<file path="src/rtl/renderizador_entidades.sv">
// Entity renderer: snapshots entity coordinates once per frame and classifies each pixel in a 2-stage pipeline.
// Optional macro RENDER_PAUSA_PISCA_EN: blinks the ship (16 frames on / 16 off) while the game is paused.
module renderizador_entidades #(
    parameter int          LARG_NAVE        = 45,
    parameter int          ALT_NAVE         = 20,
    parameter int          LARG_INIMIGO     = 40,
    parameter int          ALT_INIMIGO      = 20,
    parameter logic [23:0] COR_NAVE         = 24'h00FF00,
    parameter logic [23:0] COR_INIMIGO      = 24'hFF0000,
    parameter logic [23:0] COR_BOLA_ALIADA  = 24'hFFFF00,
    parameter logic [23:0] COR_BOLA_INIMIGA = 24'hFF00FF,
    parameter logic [23:0] COR_FUNDO        = 24'h000000
) (
    input  logic       CLOCK_50,
    input  logic       reset,
    input  logic       pixel_en,
    input  logic       frame_start,
    input  logic       pausa,
    input  logic [9:0] px,
    input  logic [9:0] py,
    input  logic       ativo,
    input  logic [9:0] x_nave,
    input  logic [9:0] y_nave,
    input  logic [9:0] x_inimigo,
    input  logic [9:0] y_inimigo,
    input  logic       inimigo_vivo,
    input  logic [9:0] x_bola_aliada,
    input  logic [9:0] y_bola_aliada,
    input  logic [9:0] raio_bola_aliada,
    input  logic [9:0] x_bola_inimiga,
    input  logic [9:0] y_bola_inimiga,
    input  logic [9:0] raio_bola_inimiga,
    output logic [7:0] VGA_R,
    output logic [7:0] VGA_G,
    output logic [7:0] VGA_B,
    output logic       ativo_out
);

    function automatic logic [9:0] absVal(input logic signed [10:0] v);
        return 10'(v[10] ? -v : v);
    endfunction

    function automatic logic [19:0] sq(input logic [9:0] a);
        return {10'b0, a} * {10'b0, a};
    endfunction

    // Bounds are widened to 11 bits so sprites near the right/bottom edge never wrap to 0.
    function automatic logic inRect(input logic [9:0] p, input logic [9:0] q,
                                    input logic [9:0] x0, input logic [9:0] y0,
                                    input logic [10:0] w, input logic [10:0] h);
        return ({1'b0, x0} <= {1'b0, p}) && ({1'b0, p} < ({1'b0, x0} + w)) &&
               ({1'b0, y0} <= {1'b0, q}) && ({1'b0, q} < ({1'b0, y0} + h));
    endfunction

    logic [9:0] xNave_q, yNave_q, xInim_q, yInim_q;
    logic [9:0] xBolaAli_q, yBolaAli_q, rBolaAli_q;
    logic [9:0] xBolaIni_q, yBolaIni_q, rBolaIni_q;
    logic       vivo_q;
    logic [5:0] frameCnt_q;
    logic       pausa_q;

    always_ff @(posedge CLOCK_50) begin
        if (reset) begin
            xNave_q    <= '0;
            yNave_q    <= '0;
            xInim_q    <= '0;
            yInim_q    <= '0;
            xBolaAli_q <= '0;
            yBolaAli_q <= '0;
            rBolaAli_q <= '0;
            xBolaIni_q <= '0;
            yBolaIni_q <= '0;
            rBolaIni_q <= '0;
            vivo_q     <= 1'b0;
            frameCnt_q <= '0;
        end else if (frame_start) begin
            xNave_q    <= x_nave;
            yNave_q    <= y_nave;
            xInim_q    <= x_inimigo;
            yInim_q    <= y_inimigo;
            xBolaAli_q <= x_bola_aliada;
            yBolaAli_q <= y_bola_aliada;
            rBolaAli_q <= raio_bola_aliada;
            xBolaIni_q <= x_bola_inimiga;
            yBolaIni_q <= y_bola_inimiga;
            rBolaIni_q <= raio_bola_inimiga;
            vivo_q     <= inimigo_vivo;
            frameCnt_q <= frameCnt_q + 6'd1;
        end
    end

`ifdef RENDER_PAUSA_PISCA_EN
    always_ff @(posedge CLOCK_50) begin
        if (reset)
            pausa_q <= 1'b0;
        else if (frame_start)
            pausa_q <= pausa;
    end
`else
    logic unusedPausa;
    assign pausa_q     = 1'b0;
    assign unusedPausa = ^{pausa, pausa_q, frameCnt_q};
`endif

    logic                naveVisivel;
    logic                hitNave_d, hitInim_d, ativo1_d;
    logic signed [10:0]  dxAli_d, dyAli_d, dxIni_d, dyIni_d;
    logic [19:0]         r2Ali_d, r2Ini_d;

    always_comb begin
        naveVisivel = 1'b1;
`ifdef RENDER_PAUSA_PISCA_EN
        if (pausa_q && frameCnt_q[4])
            naveVisivel = 1'b0;
`endif
        hitNave_d = naveVisivel &&
                    inRect(px, py, xNave_q, yNave_q, 11'(LARG_NAVE), 11'(ALT_NAVE));
        hitInim_d = vivo_q &&
                    inRect(px, py, xInim_q, yInim_q, 11'(LARG_INIMIGO), 11'(ALT_INIMIGO));
        dxAli_d   = $signed({1'b0, px}) - $signed({1'b0, xBolaAli_q});
        dyAli_d   = $signed({1'b0, py}) - $signed({1'b0, yBolaAli_q});
        dxIni_d   = $signed({1'b0, px}) - $signed({1'b0, xBolaIni_q});
        dyIni_d   = $signed({1'b0, py}) - $signed({1'b0, yBolaIni_q});
        r2Ali_d   = sq(rBolaAli_q);
        r2Ini_d   = sq(rBolaIni_q);
        ativo1_d  = ativo;
    end

    logic                hitNave_q, hitInim_q, ativo1_q;
    logic signed [10:0]  dxAli_q, dyAli_q, dxIni_q, dyIni_q;
    logic [19:0]         r2Ali_q, r2Ini_q;

    always_ff @(posedge CLOCK_50) begin
        if (reset) begin
            hitNave_q <= 1'b0;
            hitInim_q <= 1'b0;
            ativo1_q  <= 1'b0;
            dxAli_q   <= '0;
            dyAli_q   <= '0;
            dxIni_q   <= '0;
            dyIni_q   <= '0;
            r2Ali_q   <= '0;
            r2Ini_q   <= '0;
        end else if (pixel_en) begin
            hitNave_q <= hitNave_d;
            hitInim_q <= hitInim_d;
            ativo1_q  <= ativo1_d;
            dxAli_q   <= dxAli_d;
            dyAli_q   <= dyAli_d;
            dxIni_q   <= dxIni_d;
            dyIni_q   <= dyIni_d;
            r2Ali_q   <= r2Ali_d;
            r2Ini_q   <= r2Ini_d;
        end
    end

    logic [20:0] distAli, distIni;
    logic        hitBolaAli, hitBolaIni;
    logic [23:0] cor_d;

    // A zero radius means the ball is hidden, so it never hits even at its own centre.
    always_comb begin
        distAli    = {1'b0, sq(absVal(dxAli_q))} + {1'b0, sq(absVal(dyAli_q))};
        distIni    = {1'b0, sq(absVal(dxIni_q))} + {1'b0, sq(absVal(dyIni_q))};
        hitBolaAli = (r2Ali_q != 20'd0) && (distAli <= {1'b0, r2Ali_q});
        hitBolaIni = (r2Ini_q != 20'd0) && (distIni <= {1'b0, r2Ini_q});
        cor_d      = COR_FUNDO;
        if (hitBolaIni)
            cor_d = COR_BOLA_INIMIGA;
        else if (hitBolaAli)
            cor_d = COR_BOLA_ALIADA;
        else if (hitNave_q)
            cor_d = COR_NAVE;
        else if (hitInim_q)
            cor_d = COR_INIMIGO;
        if (!ativo1_q)
            cor_d = 24'h000000;
    end

    logic [23:0] cor_q;
    logic        ativoOut_q;

    always_ff @(posedge CLOCK_50) begin
        if (reset) begin
            cor_q      <= '0;
            ativoOut_q <= 1'b0;
        end else if (pixel_en) begin
            cor_q      <= cor_d;
            ativoOut_q <= ativo1_q;
        end
    end

    assign {VGA_R, VGA_G, VGA_B} = cor_q;
    assign ativo_out             = ativoOut_q;

endmodule

</file>
<file path="config.mk">
export PLATFORM = sky130hd
export DESIGN_NAME = renderizador_entidades
export DESIGN_NICKNAME = d
export VERILOG_FILES = /design/src/rtl/renderizador_entidades.sv
export SDC_FILE = /design/constraint.sdc
export NUM_CORES = 2
export LEC_CHECK = 0
export ABC_AREA = 1
export BUFFER_PORTS_ARGS = -buffer_cell sky130_fd_sc_hd__buf_2
export CORE_ASPECT_RATIO = 1.5
export CORE_MARGIN = 2
export CORE_UTILIZATION = 50
export CTS_CLUSTER_DIAMETER = 120
export DETAILED_ROUTE_END_ITERATION = 8
export GPL_TIMING_DRIVEN = 0
export HOLD_SLACK_MARGIN = 0.03
export PLACE_DENSITY = 0.68
export SKIP_CTS_REPAIR_TIMING = 1
export SYNTH_ARGS = -nofsm -noshare
export SYNTH_HDL_FRONTEND = slang
export SYNTH_SLANG_ARGS = --single-unit
</file>
<file path="constraint.sdc">
create_clock -name CLOCK_50 -period 11.4 [get_ports CLOCK_50]
set_clock_uncertainty 0.2 [all_clocks]
set_input_delay 1.14 -clock CLOCK_50 [delete_from_list [all_inputs] [get_ports CLOCK_50]]
set_output_delay 1.14 -clock CLOCK_50 [all_outputs]
set_load 0.01 [all_outputs]
</file>
==> results.md <==
- Clk root buf: clkbuf_16
- Crit path to: cor_q[22]
- CP arrival: 9.56 ns
- Antenna diode count: 0
- Longest Clk Path Bufs: 2
- Fin crit period: 9.37 ns
- FF+latch area: 0.00380 mm²
- Violation count after the first detailed-route iteration: 825
- Worst min path class: reg2reg
- Worst EP required: 11.59 ns
- Final Setup Violations: 0
- R2r endpoint: cor_q[22]
- Initial Utilization: 0.506
- CTS tree: done
- Setup TNS: 0 ns
- Crit. End Element: flip-flop
- Max Cap Viol: 0
- Met2 WL: 39900 µm
- Fmax: 107 MHz
- Least-Margin Pin Slew: 0.978 ns
- Layout cell share with drive strength beyond 1: 0.0779
- I/O pins: 152
- Area added between synthesis and finish: 7.77%
- Post-Route WL: 75600 µm
- RSZ-0062 raised after global routing: no
- Routability Congestion: 0.936
- Hold path startpoint: xBolaIni_q[7]
- Clk_lat worst skew: 0.46 ns
- Synth Cell Area: 0.0293 mm²
- Pre-antenna DRT Iters: 5
- VDD IR-drop max: 250 µV
- FF+latch count, synth: 190
- Detail Placement HPWL: 66200 µm
- Most used cell, CP: nand2_1
- Syn avg cell area: 7.80 µm²
- R2R cell count: 41
- Top FF cell, synth: dfxtp_1
- Worst R2R Start: dyIni_q[0]
- Ys Warns: 0
- Fin area: 0.0316 mm²
- # DRC: 0
- Final Max Tran Viols: 0
- Layout Nets: 4842
- Die span in x: 202 µm
- Core area: 0.0580 mm²
- Post-synth ARST share: 0
- Fin cells: 4709
- Top layer in use: met4
- Largest net degree at the start of global routing: 19
- Pwr dens: 224 mW/mm²
- Met1 wire length: 29500 µm
- Slowest stage cell, crit path: fa_1
- Fin crit share: 0.822
- Antenna violations before repair: 1
- Vias: 23900
- Placed instance count: 4677
- CP max FO: 11
- Vias per cell: 5.08
- Hold Vio Cnt, Final: 0
- Leak: 0.0176 µW
- Clock-pin slew on the worst setup and hold paths: 0.08 ns
- Yosys cell types: 57
- Status: finished clean
- Number of global-route vias before repair: 25100
- TritonCTS Buffers: 17
- Overflow left after global routing: 0
- Seq/Total Area, Yosys: 0.130
- Most frequent cells in the layout: inv_1, nand2_1, ha_1
- Met3 wire length: 2470 µm
- WL per Instance: 16.0 µm
- Post-synth EDFFs: 0
- Crit Path Class: reg2reg
- CP startpoint: dyIni_q[0]
- Row count: 108
- DIE AREA: 0.0606 mm²
- Number of fill cells in the layout: 5566
- Slew HR: 0.348
- CTS sink cnt: 190
- Area of the multi-input gates: 0.0214 mm²
- Syn Inst Count: 3759
- Commonest non-fill, non-tap cell in the layout: inv_1
- Height of the die: 301 µm
- DP Area: 0.0310 mm²
- CTS H-tree depth: 4
- Overall routing resource usage: 0.259
- Crit start category: flip-flop
- Reg2Reg Setup Slack: 2.03 ns
- Syn Nets: 4675
- First-pass GRT wire length: 124000 µm
- DRT antenna net count: 0
- I/O Buffers: 148
- Crit path largest cell delay: 0.56 ns
logic make-up (layout without fill, tap and decap cells):
family,after synthesis,count (layout),share of synthesized area
xor gates and xnor gates,150,150,0.0469
AOI/OAI and AO/OA,642,642,0.121
DFF,190,190,0.130
muxes,1,1,0.000342
buffers and inverters,1056,1236,0.138
and+or+nand+nor,931,931,0.135
adders and majority gates,789,789,0.429
cell type report:
type / instances / area share
Inverter: 945 / 0.112
Tap cell: 770 / 0.0305
Sequential cell: 190 / 0.120
Buffer: 111 / 0.0162
Multi-Input combinational cell: 2513 / 0.679
Clock buffer: 19 / 0.0143
Timing Repair Buffer: 148 / 0.0235
Clock inverter: 13 / 0.00380
state kept, by name (all words and copies together), names as in the netlist, 11 cells and up:
| signal | cells |
|---|---|
| r2Ini_q | 19 |
| dyAli_q | 11 |
| dyIni_q | 11 |
| dxIni_q | 11 |
| dxAli_q | 11 |
| r2Ali_q | 19 |
cells in the mapped netlist, types with 7 or more instances:
| cell type | number | area share |
|---|---|---|
| inv_1 | 928 | 0.12 |
| nand2_1 | 457 | 0.059 |
| ha_1 | 431 | 0.18 |
| fa_1 | 358 | 0.24 |
| a21oi_1 | 291 | 0.050 |
| nor2_1 | 267 | 0.034 |
| o21ai_0 | 232 | 0.040 |
| dfxtp_1 | 190 | 0.13 |
| xor2_1 | 103 | 0.031 |
| nand3_1 | 81 | 0.014 |
| clkbuf_1 | 76 | 0.0097 |
| xnor2_1 | 42 | 0.013 |
| nor3_1 | 32 | 0.0055 |
| buf_4 | 23 | 0.0059 |
| nand4_1 | 22 | 0.0047 |
| inv_2 | 16 | 0.0020 |
| nand2_2 | 16 | 0.0034 |
| o21ai_1 | 15 | 0.0026 |
| o211ai_1 | 14 | 0.0036 |
| a211oi_1 | 13 | 0.0033 |
| nor3_2 | 12 | 0.0041 |
| a21o_1 | 11 | 0.0028 |
| o21ai_2 | 10 | 0.0030 |
| o21bai_1 | 10 | 0.0026 |
| o31ai_1 | 9 | 0.0023 |
| or2_2 | 9 | 0.0019 |
| nor4_1 | 8 | 0.0017 |
| nand3b_1 | 7 | 0.0018 |
routing by layer:
layer  GRT usage  vias up
met5           0        -
met2       0.499      510
met4       0.125        0
met3      0.0225      154
li1            -    12000
met1       0.283    11300
through the flow:
stage           util  power, µW  hold slack [ns]  setup slack, ns
2_1_floorplan      -       5200            0.237             3.37
3_3_place_gp   0.535       6400            0.248             2.09
4_1_cts        0.545       7130            0.266             1.99
5_1_grt        0.545       8030            0.284             1.37
6_report       0.545       7080            0.263             2.03
3_5_place_dp   0.535       6470            0.256             2.06
worst min path at each step:
stage / depth (start not counted) / to
finish: 2 / xBolaIni_q[7]
global route: 2 / yBolaIni_q[3]
CTS: 2 / yBolaIni_q[3]
detailed placement: 2 / xBolaIni_q[7]
global placement: 2 / xBolaIni_q[2]
floorplan: 2 / xBolaIni_q[2]
power breakdown:
group / leakage [µW] / internal, µW / total, µW / switching [µW]
Combinational: 0.0157 / 2270 / 5700 / 3430
Clock: 0.000286 / 300 / 600 / 299
Sequential: 0.00158 / 722 / 772 / 50.2
Total: 0.0176 / 3300 / 7080 / 3780
worst max-delay path: cells and delay by family (launching register included):
kind	cells	cell delay, ns
compound gates	8	1.41
xor+xnor	1	0.16
fa+ha+maj	10	4.55
buf+inv	7	0.81
flops	1	0.43
simple gates	15	1.73
No activity file was read; power rests on OpenSTA's default activity.
